**src/rtl/uart_tx_fifo.sv**
```systemverilog
`default_nettype none
// ============================================================================
// Module      : uart_tx_fifo
// Description : Byte FIFO feeding an 8N1 UART transmitter (8E1 when the
//               UART_TX_PARITY_EN macro is defined).
// Revision    : 1.0 - initial release
// ============================================================================
module uart_tx_fifo #(
    parameter int CLK_FREQ = 100_000_000,
    parameter int BAUD     = 9600,
    parameter int ADDR_W   = 4
) (
    input  logic       clk,
    input  logic       rst,
    input  logic       push,
    input  logic [7:0] push_data,
    output logic       full,
    output logic       empty,
    output logic       overflow,
    output logic       tx,
    output logic       tx_busy,
    output logic       tx_done
);

    localparam int c_BIT_CYCLES = CLK_FREQ / BAUD;
    localparam int c_BAUD_W     = (c_BIT_CYCLES > 1) ? $clog2(c_BIT_CYCLES) : 1;
    localparam int c_DEPTH      = 2 ** ADDR_W;
    localparam logic [c_BAUD_W-1:0] c_BAUD_LAST = c_BAUD_W'(c_BIT_CYCLES - 1);

    typedef enum logic [2:0] {
        S_IDLE   = 3'd0,
        S_START  = 3'd1,
        S_DATA   = 3'd2,
        S_STOP   = 3'd3
`ifdef UART_TX_PARITY_EN
        ,
        S_PARITY = 3'd4
`endif
    } t_state;

    logic [7:0]          r_mem [c_DEPTH];
    logic [ADDR_W:0]     r_wr_ptr;
    logic [ADDR_W:0]     r_rd_ptr;
    logic                r_overflow;
    logic                w_push_ok;
    logic                w_pop;

    t_state              r_state;
    t_state              w_state_next;
    logic [c_BAUD_W-1:0] r_baud_cnt;
    logic [c_BAUD_W-1:0] w_baud_next;
    logic [2:0]          r_bit_cnt;
    logic [2:0]          w_bit_next;
    logic [7:0]          r_shreg;
    logic                r_tx;
    logic                w_tx_next;
    logic                w_bit_end;
    logic                w_done;

    // Pointers carry one extra wrap bit so full and empty are distinguishable
    assign full      = (r_wr_ptr[ADDR_W] != r_rd_ptr[ADDR_W]) &&
                       (r_wr_ptr[ADDR_W-1:0] == r_rd_ptr[ADDR_W-1:0]);
    assign empty     = (r_wr_ptr == r_rd_ptr);
    assign w_push_ok = push && !full;

    always_ff @(posedge clk) begin
        if (w_push_ok) begin
            r_mem[r_wr_ptr[ADDR_W-1:0]] <= push_data;
        end
    end

    always_ff @(posedge clk or negedge rst) begin
        if (!rst) begin
            r_wr_ptr   <= '0;
            r_rd_ptr   <= '0;
            r_overflow <= 1'b0;
        end else begin
            if (w_push_ok) begin
                r_wr_ptr <= r_wr_ptr + 1'b1;
            end
            if (w_pop) begin
                r_rd_ptr <= r_rd_ptr + 1'b1;
            end
            if (push && full) begin
                r_overflow <= 1'b1;
            end
        end
    end

    assign w_bit_end = (r_baud_cnt == c_BAUD_LAST);

    always_comb begin
        w_state_next = r_state;
        w_baud_next  = r_baud_cnt;
        w_bit_next   = r_bit_cnt;
        w_pop        = 1'b0;
        w_done       = 1'b0;
        case (r_state)
            S_IDLE: begin
                w_baud_next = '0;
                if (!empty) begin
                    w_pop        = 1'b1;
                    w_state_next = S_START;
                end
            end
            S_START: begin
                if (w_bit_end) begin
                    w_baud_next  = '0;
                    w_state_next = S_DATA;
                end else begin
                    w_baud_next = r_baud_cnt + 1'b1;
                end
            end
            S_DATA: begin
                if (w_bit_end) begin
                    w_baud_next = '0;
                    w_bit_next  = r_bit_cnt + 1'b1;
                    if (r_bit_cnt == 3'd7) begin
`ifdef UART_TX_PARITY_EN
                        w_state_next = S_PARITY;
`else
                        w_state_next = S_STOP;
`endif
                    end
                end else begin
                    w_baud_next = r_baud_cnt + 1'b1;
                end
            end
`ifdef UART_TX_PARITY_EN
            S_PARITY: begin
                if (w_bit_end) begin
                    w_baud_next  = '0;
                    w_state_next = S_STOP;
                end else begin
                    w_baud_next = r_baud_cnt + 1'b1;
                end
            end
`endif
            S_STOP: begin
                if (w_bit_end) begin
                    w_baud_next  = '0;
                    w_done       = 1'b1;
                    w_state_next = S_IDLE;
                end else begin
                    w_baud_next = r_baud_cnt + 1'b1;
                end
            end
            default: begin
                w_baud_next  = '0;
                w_bit_next   = '0;
                w_state_next = S_IDLE;
            end
        endcase
    end

    // The line level is decided from the state being entered, so tx changes
    // on the same edge as the state register
    always_comb begin
        w_tx_next = 1'b1;
        case (w_state_next)
            S_START:  w_tx_next = 1'b0;
            S_DATA:   w_tx_next = r_shreg[w_bit_next];
`ifdef UART_TX_PARITY_EN
            S_PARITY: w_tx_next = ^r_shreg;
`endif
            default:  w_tx_next = 1'b1;
        endcase
    end

    always_ff @(posedge clk or negedge rst) begin
        if (!rst) begin
            r_state    <= S_IDLE;
            r_baud_cnt <= '0;
            r_bit_cnt  <= '0;
            r_shreg    <= '0;
            r_tx       <= 1'b1;
        end else begin
            r_state    <= w_state_next;
            r_baud_cnt <= w_baud_next;
            r_bit_cnt  <= w_bit_next;
            r_tx       <= w_tx_next;
            if (w_pop) begin
                r_shreg <= r_mem[r_rd_ptr[ADDR_W-1:0]];
            end
        end
    end

    assign overflow = r_overflow;
    assign tx       = r_tx;
    assign tx_busy  = (r_state != S_IDLE);
    assign tx_done  = w_done;

endmodule
`default_nettype wire

```
**config.mk**
```make
export PLATFORM = sky130hd
export DESIGN_NAME = uart_tx_fifo
export DESIGN_NICKNAME = d
export VERILOG_FILES = /design/src/rtl/uart_tx_fifo.sv
export SDC_FILE = /design/constraint.sdc
export NUM_CORES = 1
export LEC_CHECK = 0
export BUFFER_PORTS_ARGS = -buffer_cell sky130_fd_sc_hd__buf_2
export CORE_ASPECT_RATIO = 0.6
export CORE_MARGIN = 8
export CORE_UTILIZATION = 55
export DETAILED_ROUTE_END_ITERATION = 6
export GPL_TIMING_DRIVEN = 0
export PLACE_DENSITY_LB_ADDON = 0.15
export SYNTH_ARGS = -nofsm -noshare
export SYNTH_HDL_FRONTEND = slang
export SYNTH_SLANG_ARGS = --single-unit
```
**constraint.sdc**
```tcl
create_clock -name clk -period 2.5 [get_ports clk]
set_input_delay 0.125 -clock clk [delete_from_list [all_inputs] [get_ports clk]]
set_output_delay 0.125 -clock clk [all_outputs]
set_load 0.1 [all_outputs]
```
==> impl_metrics.json <==
{
  "cts-htree-levels": 4,
  "reg2reg_slack_ns": -0.05,
  "die-height_um": 103,
  "power.density_nw_per_um2": 1060,
  "drtAntennaViolNets": 0,
  "grt_antenna_before_repair": 0,
  "cp.required_ns": 2.54,
  "first_global_vias": 3691,
  "post-route-period-util_pct": 102,
  "synth-warning-count": 0,
  "place.gp.congestion": 0.791,
  "leakagePower_nw": 2.84,
  "crit_type": "flip-flop to flip-flop",
  "rsz0062_at_grt": "true",
  "violations": "setup timing",
  "final_layout_size_suffix_gt1_share_pct": 33.0,
  "fmax_mhz": 392,
  "num_rows": 32,
  "via_count": 3669,
  "grt_max_degree": 41,
  "yosysTopAreaCell": "edfxtp_1",
  "endpoint_kind": "flip-flop",
  "cts-root-buf": "clkbuf_16",
  "min_period_ns": 2.55,
  "finalSetupViolCount": 12,
  "hpwl_um": 9410,
  "crit_fanout": 10,
  "min-delay-start": "push_data[5]",
  "syn_inst": 398,
  "n_fill_cell": 870,
  "ys_async_sr_fraction_pct": 23.8,
  "cp.arrival_ns": 2.60,
  "clk_path_buf_depth": 2,
  "power_mw": 8.75,
  "core_um2": 12600,
  "post-route-drc-count": 0,
  "final_max_slew_viol_count": 0,
  "post-synth-top-area-fraction_pct": 54.9,
  "clk_pin_slew_worst_paths_ns": 0.06,
  "diodes": 0,
  "syn_area_um2": 7000,
  "ioPinCount": 17,
  "whs_path_depth": 1,
  "worst_slew_pin_slew_ns": 0.917,
  "grt_use_met1_pct": 28.7,
  "hold_viol": 0,
  "dpl_cell_area_um2": 7330,
  "syn_to_final_growth_pct": 18.0,
  "fin_skew_ns": 0.0188,
  "cts_tree": "built",
  "nNetsFinal": 463,
  "die_area_um2": 16700,
  "synth_cell_types": 45,
  "ff2ff_path_depth": 8,
  "syn_area_per_cell_um2": 17.6,
  "synth_most_common_cell": "edfxtp_1",
  "peakVddDrop_mv": 0.563,
  "met2_usage_pct": 25.1,
  "overflow": 0,
  "cts_made_buffers": 17,
  "numPortBuffers": 16,
  "slew_headroom_pct": 38.8,
  "worst_slack_ns": -0.0514,
  "initial_utilization_pct": 55.5,
  "syn_nets": 417,
  "routed_via_density": 5.85,
  "status": "complete, but fails checks",
  "start_kind": "flip-flop",
  "gr-usage-all-layers_pct": 18.6,
  "post_drt_wl_per_cell_um": 22.8,
  "grt_pass1_wl_um": 22100,
  "finalInstanceArea_um2": 8250,
  "die_x_um": 162,
  "wl_um": 14300,
  "drv_cap": 0,
  "ys_seq_elements": 168,
  "hp-class": "input pin to flip-flop",
  "clk-insertion-delay-late_ns": 0.42,
  "netlist_top_cells_count": "edfxtp_1 (128), mux4_2 (41), dfrtp_1 (39)",
  "synth.area.top_cells": "edfxtp_1 (55%), dfrtp_1 (14%), mux4_2 (13%), nor2_1 (1.8%), xnor2_1 (1.8%)",
  "numClockSinks": 168,
  "grt_util_met3_pct": 5.02,
  "seq_area_frac_synth_pct": 69.3,
  "synth-edff-count": 128,
  "synth_top_flop_cell": "edfxtp_1",
  "grt.busiest_layer": "met1",
  "reg2reg_to": "r_mem[7][6]",
  "worstReg2RegStart": "r_wr_ptr[3]",
  "holdPathEnd": "r_mem[14][5]",
  "drtIter0Drc": 412,
  "drtPass1Iterations": 4
}
[metrics by stage]
stage / utilization (%) / hold WS, ns / cells / setup WS, ns / TNS [ns]
2_1_floorplan: - / -0.171 / 398 / -0.0688 / -1.64
3_3_place_gp: 58.0 / 0.297 / 584 / -0.859 / -36.48
3_5_place_dp: 58.2 / 0.312 / 584 / -0.394 / -31.61
4_1_cts: 64.1 / 0.0905 / 622 / 0.0195 / 0
5_1_grt: 65.4 / 0.0943 / 627 / -0.187 / -5.82
6_report: 65.4 / 0.103 / 627 / -0.0514 / -0.370
[cell usage in the layout, fill, tap and decap left out, drive strengths merged, types with 3 or more instances in the layout]
cell type    n
ha           8
mux2i        4
xnor2       14
dfrtp       39
buf         33
clkbuf      31
inv         13
edfxtp     128
or3          3
nand2       14
xor2        11
nor4         3
o21ai        5
nand3        8
a21oi        6
nor3         8
mux4        41
clkinvlp     4
clkinv       3
nor2        33
nand4        7
mux2        10
[final cells by class]
type | count | area (um2) | share of cell area, %
clock inverter | 13 | 119 | 1.44
buffer | 19 | 115 | 1.39
multi-input combinational | 202 | 2200 | 26.6
timing repair buffer | 28 | 303 | 3.67
inverter | 8 | 30.0 | 0.364
clock buffer | 19 | 433 | 5.24
sequential | 168 | 4850 | 58.7
tap | 170 | 213 | 2.58
[repair_timing]
| item | in CTS | in global routing |
|---|---|---|
| pin swaps | 4 | 5 |
| setup buffers | 4 | 6 |
| gates resized for setup | 29 | 15 |
| hold buffers | 2 | 0 |
| hold endpoints to repair | 40 | 0 |
| endpoints found under the setup margin | 129 | 123 |
[cells by family after synthesis]
family                     synth area share [%]
DFF                                        69.3
muxes                                      15.4
other                                    0.0536
and+or+nand+nor                            7.05
xor gates and xnor gates                   3.13
adders and majority gates                  1.43
buffers and inverters                      1.72
AOI/OAI and AO/OA                          1.99
[flip-flops by register name, indices dropped and copies added, names as in the netlist]
name,count
r_shreg,8
r_wr_ptr,5
tx,1
r_mem,128
r_baud_cnt,14
r_bit_cnt,3
r_state,3
r_rd_ptr,5
overflow,1
[worst max-delay path, stage by stage (launching register included)]
cell and delay, ns:
dfrtp_1 0.35, clkbuf_2 0.25, xnor2_1 0.19, nand4_1 0.22, nor2_4 0.09, nor2b_1 0.11
clkbuf_2 0.21, nand2_1 0.24, nor2_2 0.51
[metal layers]
layer | wire length, um | share of wire, %
met5 | 0 | 0
met4 | 70 | 0.49
met3 | 1360 | 9.5
met2 | 6140 | 43
met1 | 6700 | 47
[where the power goes]
part | switching [mW] | leakage, nW | internal (mW) | total, mW
combinational | 1.53 | 0.911 | 1.21 | 2.74
sequential | 0.174 | 1.67 | 3.39 | 3.57
clock | 1.07 | 0.261 | 1.38 | 2.45
total | 2.77 | 2.84 | 5.98 | 8.75
[how the worst max path moves through the flow]
stage,from,slack [ns],cells past startpoint,endpoint
after floorplan,r_wr_ptr[3],-0.07,8,r_mem[2][0]
after global routing,r_wr_ptr[3],-0.19,8,r_mem[11][6]
final,r_wr_ptr[3],-0.05,8,r_mem[7][6]
after detailed placement,r_rd_ptr[1],-0.39,8,r_mem[0][3]
after global placement,r_rd_ptr[1],-0.86,8,r_mem[0][7]
after CTS,r_wr_ptr[3],0.02,8,r_mem[13][0]
No activity file was read; power rests on OpenSTA's default activity.
